[config.mk]
export PLATFORM = sky130hd
export DESIGN_NAME = id_ex_stage
export DESIGN_NICKNAME = d
export VERILOG_FILES = /design/src/rtl/id_ex_stage.sv
export SDC_FILE = /design/constraint.sdc
export NUM_CORES = 1
export LEC_CHECK = 0
export BUFFER_PORTS_ARGS = -buffer_cell sky130_fd_sc_hd__buf_2
export CORE_UTILIZATION = 48
export DETAILED_ROUTE_END_ITERATION = 8
export GPL_ROUTABILITY_DRIVEN = 0
export MAX_ROUTING_LAYER = met4
export PLACE_DENSITY = 0.9
export SETUP_SLACK_MARGIN = 0.5
export SKIP_CTS_REPAIR_TIMING = 1
export SLEW_MARGIN = 10
export SYNTH_ARGS = -nofsm -noshare
export SYNTH_HDL_FRONTEND = slang
export SYNTH_SLANG_ARGS = --single-unit
[constraint.sdc]
create_clock -name clk -period 2.4 [get_ports clk]
set_input_delay 0.48 -clock clk [delete_from_list [all_inputs] [get_ports clk]]
set_output_delay 0.48 -clock clk [all_outputs]
set_load 0.1 [all_outputs]
[src/rtl/id_ex_stage.sv]
// ID/EX pipeline register with EX/MEM and MEM/WB operand forwarding.
// Holds on stall, loads a bubble on flush or invalid input, and counts bubbles with saturation.
module id_ex_stage #(
  parameter int WIDTH = 32,
  parameter int RADDR = 5
) (
  input  logic             clk,
  input  logic             reset,
  input  logic             valid_in,
  input  logic [WIDTH-1:0] rs_data,
  input  logic [WIDTH-1:0] rt_data,
  input  logic [WIDTH-1:0] imm,
  input  logic             use_imm,
  input  logic [1:0]       ctrl_in,
  input  logic [RADDR-1:0] rs_in,
  input  logic [RADDR-1:0] rt_in,
  input  logic [RADDR-1:0] rd_in,
  input  logic             reg_write_in,
  input  logic [RADDR-1:0] exmem_rd,
  input  logic [RADDR-1:0] memwb_rd,
  input  logic             exmem_we,
  input  logic             memwb_we,
  input  logic [WIDTH-1:0] exmem_data,
  input  logic [WIDTH-1:0] memwb_data,
  input  logic             stall,
  input  logic             flush,
  output logic [WIDTH-1:0] A,
  output logic [WIDTH-1:0] B,
  output logic [1:0]       CTRL,
  output logic             valid_out,
  output logic             reg_write_out,
  output logic [RADDR-1:0] rd_out,
  output logic [15:0]      bubble_cnt
);

  logic [RADDR-1:0] src_addr [2];
  logic [WIDTH-1:0] src_data [2];
  logic [WIDTH-1:0] fwd_data [2];
  logic             bubble;
  logic [WIDTH-1:0] b_next;

  assign src_addr[0] = rs_in;
  assign src_addr[1] = rt_in;
  assign src_data[0] = rs_data;
  assign src_data[1] = rt_data;

  // EX/MEM wins over MEM/WB; register 0 is hard-wired and never forwarded.
  for (genvar gi = 0; gi < 2; gi++) begin : g_fwd
    assign fwd_data[gi] =
        (exmem_we && (exmem_rd != '0) && (exmem_rd == src_addr[gi])) ? exmem_data :
        (memwb_we && (memwb_rd != '0) && (memwb_rd == src_addr[gi])) ? memwb_data :
        src_data[gi];
  end

  assign b_next = use_imm ? imm : fwd_data[1];

  // Flush beats stall; an invalid slot only becomes a bubble when the stage advances.
  assign bubble = flush | (~stall & ~valid_in);

  always_ff @(posedge clk or negedge reset) begin
    if (!reset) begin
      A             <= '0;
      B             <= '0;
      CTRL          <= '0;
      rd_out        <= '0;
      valid_out     <= 1'b0;
      reg_write_out <= 1'b0;
      bubble_cnt    <= '0;
    end else begin
      if (bubble) begin
        A             <= '0;
        B             <= '0;
        CTRL          <= '0;
        rd_out        <= '0;
        valid_out     <= 1'b0;
        reg_write_out <= 1'b0;
      end else if (!stall) begin
        A             <= fwd_data[0];
        B             <= b_next;
        CTRL          <= ctrl_in;
        rd_out        <= rd_in;
        valid_out     <= valid_in;
        reg_write_out <= reg_write_in & valid_in;
      end
      if (bubble && (bubble_cnt != 16'hFFFF))
        bubble_cnt <= bubble_cnt + 16'd1;
    end
  end

endmodule

Word-level counts from Yosys, hierarchy flattened
Index checks and enable logic that the tools add are counted.

Flip-flop bits (word level): 89. Input port bits: 196. Output and inout bits: 89. Word-level logic and storage cells: 45.

Add/subtract/negate cells: 1. Equal/unequal tests: 6. Mux-type cells: 17. Bitwise operators: 5. Reductions and logical operators: 9.

Operator list (count): two-way mux 32 bit (9); == test 5 bit (4); adder 16 x 1 -> 16 bit (second input constant) (1); inequality test 16 bit (second input constant) (1); two-way mux 5 bit (2); nonzero test 5 bit (2); logical AND 1 bit (7); two-way mux 1 bit (4); two-way mux 2 bit (2); AND 1 bit (2); inequality test 2 x 1 -> 1 bit (second input constant) (1); NOT 1 bit (2); OR 1 bit (1).

Depth between registers and ports, before layout
Word-level depth: 8. Depth in mapped cells: 8.

Worst setup path after synthesis
Ideal clock, no wire load.

Path type: register to register. Start point: register bubble_cnt[0]. End point: register bubble_cnt[1]. Arrival: 2210 ps. Path slack: 64 ps. Cell stages (with the launch flop): 7. Path buffers: 1. Clock period less this slack: 2336 ps. Cell sequence: dfrtp_1 -> ha_1 -> and3_1 -> nand2b_1 -> o31a_1 -> clkbuf_1 -> mux2_2.

Cells in the longest elaborated chain, start to end: 2.

Ends and longest elaborated chain: start: declaration (RTL line 33) `output logic [15:0] bubble_cnt`; start signal: assignment (RTL line 86) `bubble_cnt <= bubble_cnt + 16'd1;`; branches (longest 2 deep; another with adder 16 x 1 -> 16 bit).

Several ways; the timed one is not identified. A chain may end at the register's enable or synchronous reset.

Worst setup path in the final report
Start point: input port exmem_rd[4]. End point: register A[0].

Cells in the longest elaborated chain, start to end: 6.

Ends and longest elaborated chain: start: declaration (RTL line 19) `input logic [RADDR-1:0] exmem_rd,`; nonzero test 5 bit (RTL line 50) `(exmem_we && (exmem_rd != '0) && (exmem_rd == src_addr[gi])) ? exmem_data :`; logical AND 1 bit (RTL line 50); logical AND 1 bit (*) (RTL line 50); two-way mux 32 bit (*) (RTL line 50); two-way mux 32 bit (*) (RTL line 77) `end else if (!stall) begin`; two-way mux 32 bit (*) (RTL line 70) `if (bubble) begin`; end signal: assignment (RTL line 78) `A <= fwd_data[0];`; end: declaration (RTL line 27) `output logic [WIDTH-1:0] A,`.

Every way passes the cells marked *; elsewhere a longest branch is shown, timed or not. The select of a mux whose other input is x is not followed.

==> flow_summary_export.csv <==
group,metric,value,unit
outcome,outcome,"complete, no violations",
placement,dp_hpwl,15.54,mm
layout,fin_nets,1171,
synth,ys_ff_latch,89,
floorplanning,start_util,49.89,%
placement,port_buffers,284,
grt,gr-total-overflow,0,
sta,finalCritPeriodShare,84.54,%
drt,wl_per_cell,20.04,um
grt,grt_start_max_net_pins,43,
sta,period_minus_slack,2.029,ns
synth,synth.most_common_cell,"a21oi_1",
drt,vias_per_cell,5.849,
synth,async_reset_ff_share,100.0,%
drt,wl,23.07,mm
grt,grt_use_total,32.12,%
power,switching_power,2084,uW
power,p_per_area,606.8,nW/um2
sta,finalHoldViolCount,0,
sta,slew-limit-headroom,50.18,%
synth,synth_cell_types,45,
sta,rsz0062_at_grt,"yes",
clocking,clock_path_buffers,2,
drt,drt_iter0_markers,703,
placement,dp_cells,1122,
worst_hold_path,min_path_type,"in -> async",
clocking,clk_pin_slew,0.07,ns
floorplanning,core-area,12770,um2
synth,ys.flop_type,"dfrtp_1",
grt,grt_pass1_wl,32.08,mm
drt,route.vias.total,6732,
layout,fin_cells,1151,
sta,hold-worst-slack,0.05244,ns
power,internal_power,3042,uW
critical_path,arrival,2.28,ns
clocking,cts_sinks,89,
power,p_total,5126,uW
clocking,cts_inserted_buffers,9,
power,power.share.clock,30.3,%
sta,maxSlewViolCount,0,
critical_path,endpoint_kind,"register",
critical_path,r2r_slack,0.62,ns
clocking,worstSkewPairLatency,0.34,ns
synth,synth_common_cells,"a21oi_1 (96), dfrtp_1 (89), nor2_1 (78)",
floorplanning,die_h,117.2,um
critical_path,crit_type,"in -> reg",
synth,synth-seq-area-share,34.95,%
layout,area_delta_synth_final,32.55,%
layout,drive_above_1_share,45.05,%
critical_path,crit_path_max_fanout,8,
synth,synth_nets,897,
synth,syn_area_per_cell,9.103,um2
clocking,cts_root_buf,"clkbuf_16",
grt,grt_pass1_vias,6194,
power,p_sw_share,40.66,%
power,power_frac_seq,33.7,%
critical_path,r2r_end,"bubble_cnt[1]",
sta,finalSetupViolCount,0,
sta,fmax,492.9,MHz
floorplanning,rows,41,
drt,drt_first_pass_iters,7,
power,ir_drop,0.001252,V
sta,tightest_slew,0.7456,ns
critical_path,ff2ff_path_depth,6,
sta,clock_skew,0.003029,ns
critical_path,r2r_start,"bubble_cnt[0]",
floorplanning,dieArea,13740,um2
synth,synth_area,6372,um2
clocking,cts_tree,"yes",
drt,ant_nets,0,
synth,yosysWarnings,0,
floorplanning,die_width,117.2,um
synth,yosys.area.top_type,"dfrtp_1",
synth,synth_edf_count,0,
critical_path,start_kind,"primary input",
critical_path,required,2.65,ns
synth,synthCells,700,
synth,netlist_top_cells_area,"dfrtp_1 (35%), a21oi_1 (7.5%), a221oi_2 (7.1%)",
clocking,htreeDepth,3,
power,combPwrFrac,36.0,%
synth,netlist.area_leader.share,34.95,%
power,leakagePower,0.004042,uW
run,drv_cap,0,
drt,drc_errors,0,
grt,antenna_found_initial,0,
floorplanning,num_io_pins,285,
layout,diodes,0,
-- critical path, cell delays in order --
cell and delay (ns):
buf_8 0.10, or4_4 0.54, o211ai_1 0.40, or2_4 0.29, clkbuf_16 0.20, nor2_4 0.04, o31ai_2 0.22
-- per-layer routing --
metal | vias to the layer above | global-route usage [%] | part of all wire, %
met3 | 71 | 7.003 | 9.9
li1 | 3050 | - | -
met2 | 429 | 52.75 | 49
met4 | 0 | 16.20 | 3.7
met1 | 3182 | 37.01 | 38
met5 | - | - | 0
-- state kept, by name, summed over array words and instances, names as in the netlist --
| signal | flops |
|---|---|
| A | 32 |
| B | 32 |
| bubble_cnt | 16 |
| rd_out | 5 |
| CTRL | 2 |
| reg_write_out | 1 |
| valid_out | 1 |
-- worst max-delay path by stage --
stage | start | endpoint | slack [ns]
floorplan | memwb_rd[1] | A[2] | 0.48
finish | exmem_rd[4] | A[0] | 0.37
global placement | rs_in[4] | A[0] | 0.07
detailed placement | rs_in[4] | A[0] | -0.04
global route | exmem_rd[4] | A[0] | 0.34
CTS | rs_in[0] | A[0] | 0.31
-- layout by cell type, fill, tap and decap left out, types with 11 or more instances in the layout --
cell / count
dfrtp_2: 12
nor2_1: 65
a221oi_2: 30
buf_4: 25
dfrtp_1: 73
a21oi_1: 96
nor3_1: 32
inv_1: 34
xnor2_1: 27
clkbuf_16: 11
and2_1: 32
mux2i_1: 39
or4_1: 32
nand2_1: 71
buf_2: 281
o31ai_2: 31
-- layout make-up --
class,instances,area (um2)
fill,1001,4327
sequential,89,2257
clock buffer,11,242.7
inverter,34,127.6
timing repair buffer,321,1868
tap,172,215.2
clock inverter,5,80.08
multi-input combinational,519,3656
-- stage by stage --
step | utilization, % | setup TNS [ns] | instance area (um2) | worst slack [ns]
2_1_floorplan | - | 0 | 6412 | 0.4821
3_3_place_gp | 61.62 | 0 | 7871 | 0.07197
3_5_place_dp | 61.62 | -0.03948 | 7871 | -0.03560
4_1_cts | 64.15 | 0 | 8194 | 0.3078
5_1_grt | 66.13 | 0 | 8447 | 0.3447
6_report | 66.13 | 0 | 8447 | 0.3711
-- cells by family after synthesis --
group	share of synthesized area [%]
simple gates	21.48
compound gates	22.31
buf+inv	9.935
flops	34.95
mux	6.460
xor+xnor	4.673
fa+ha+maj	0.1963
-- power by group through the flow --
stage	clock network [uW]	logic [uW]	registers [uW]
final	1550	1840	1730
after global routing	1620	1930	1740
after CTS	1570	1790	1730
after detailed placement	0	1790	1750
after global placement	0	1760	1750
after floorplan	0	523	2530
Note: power is estimated with default switching activity, not from simulation.
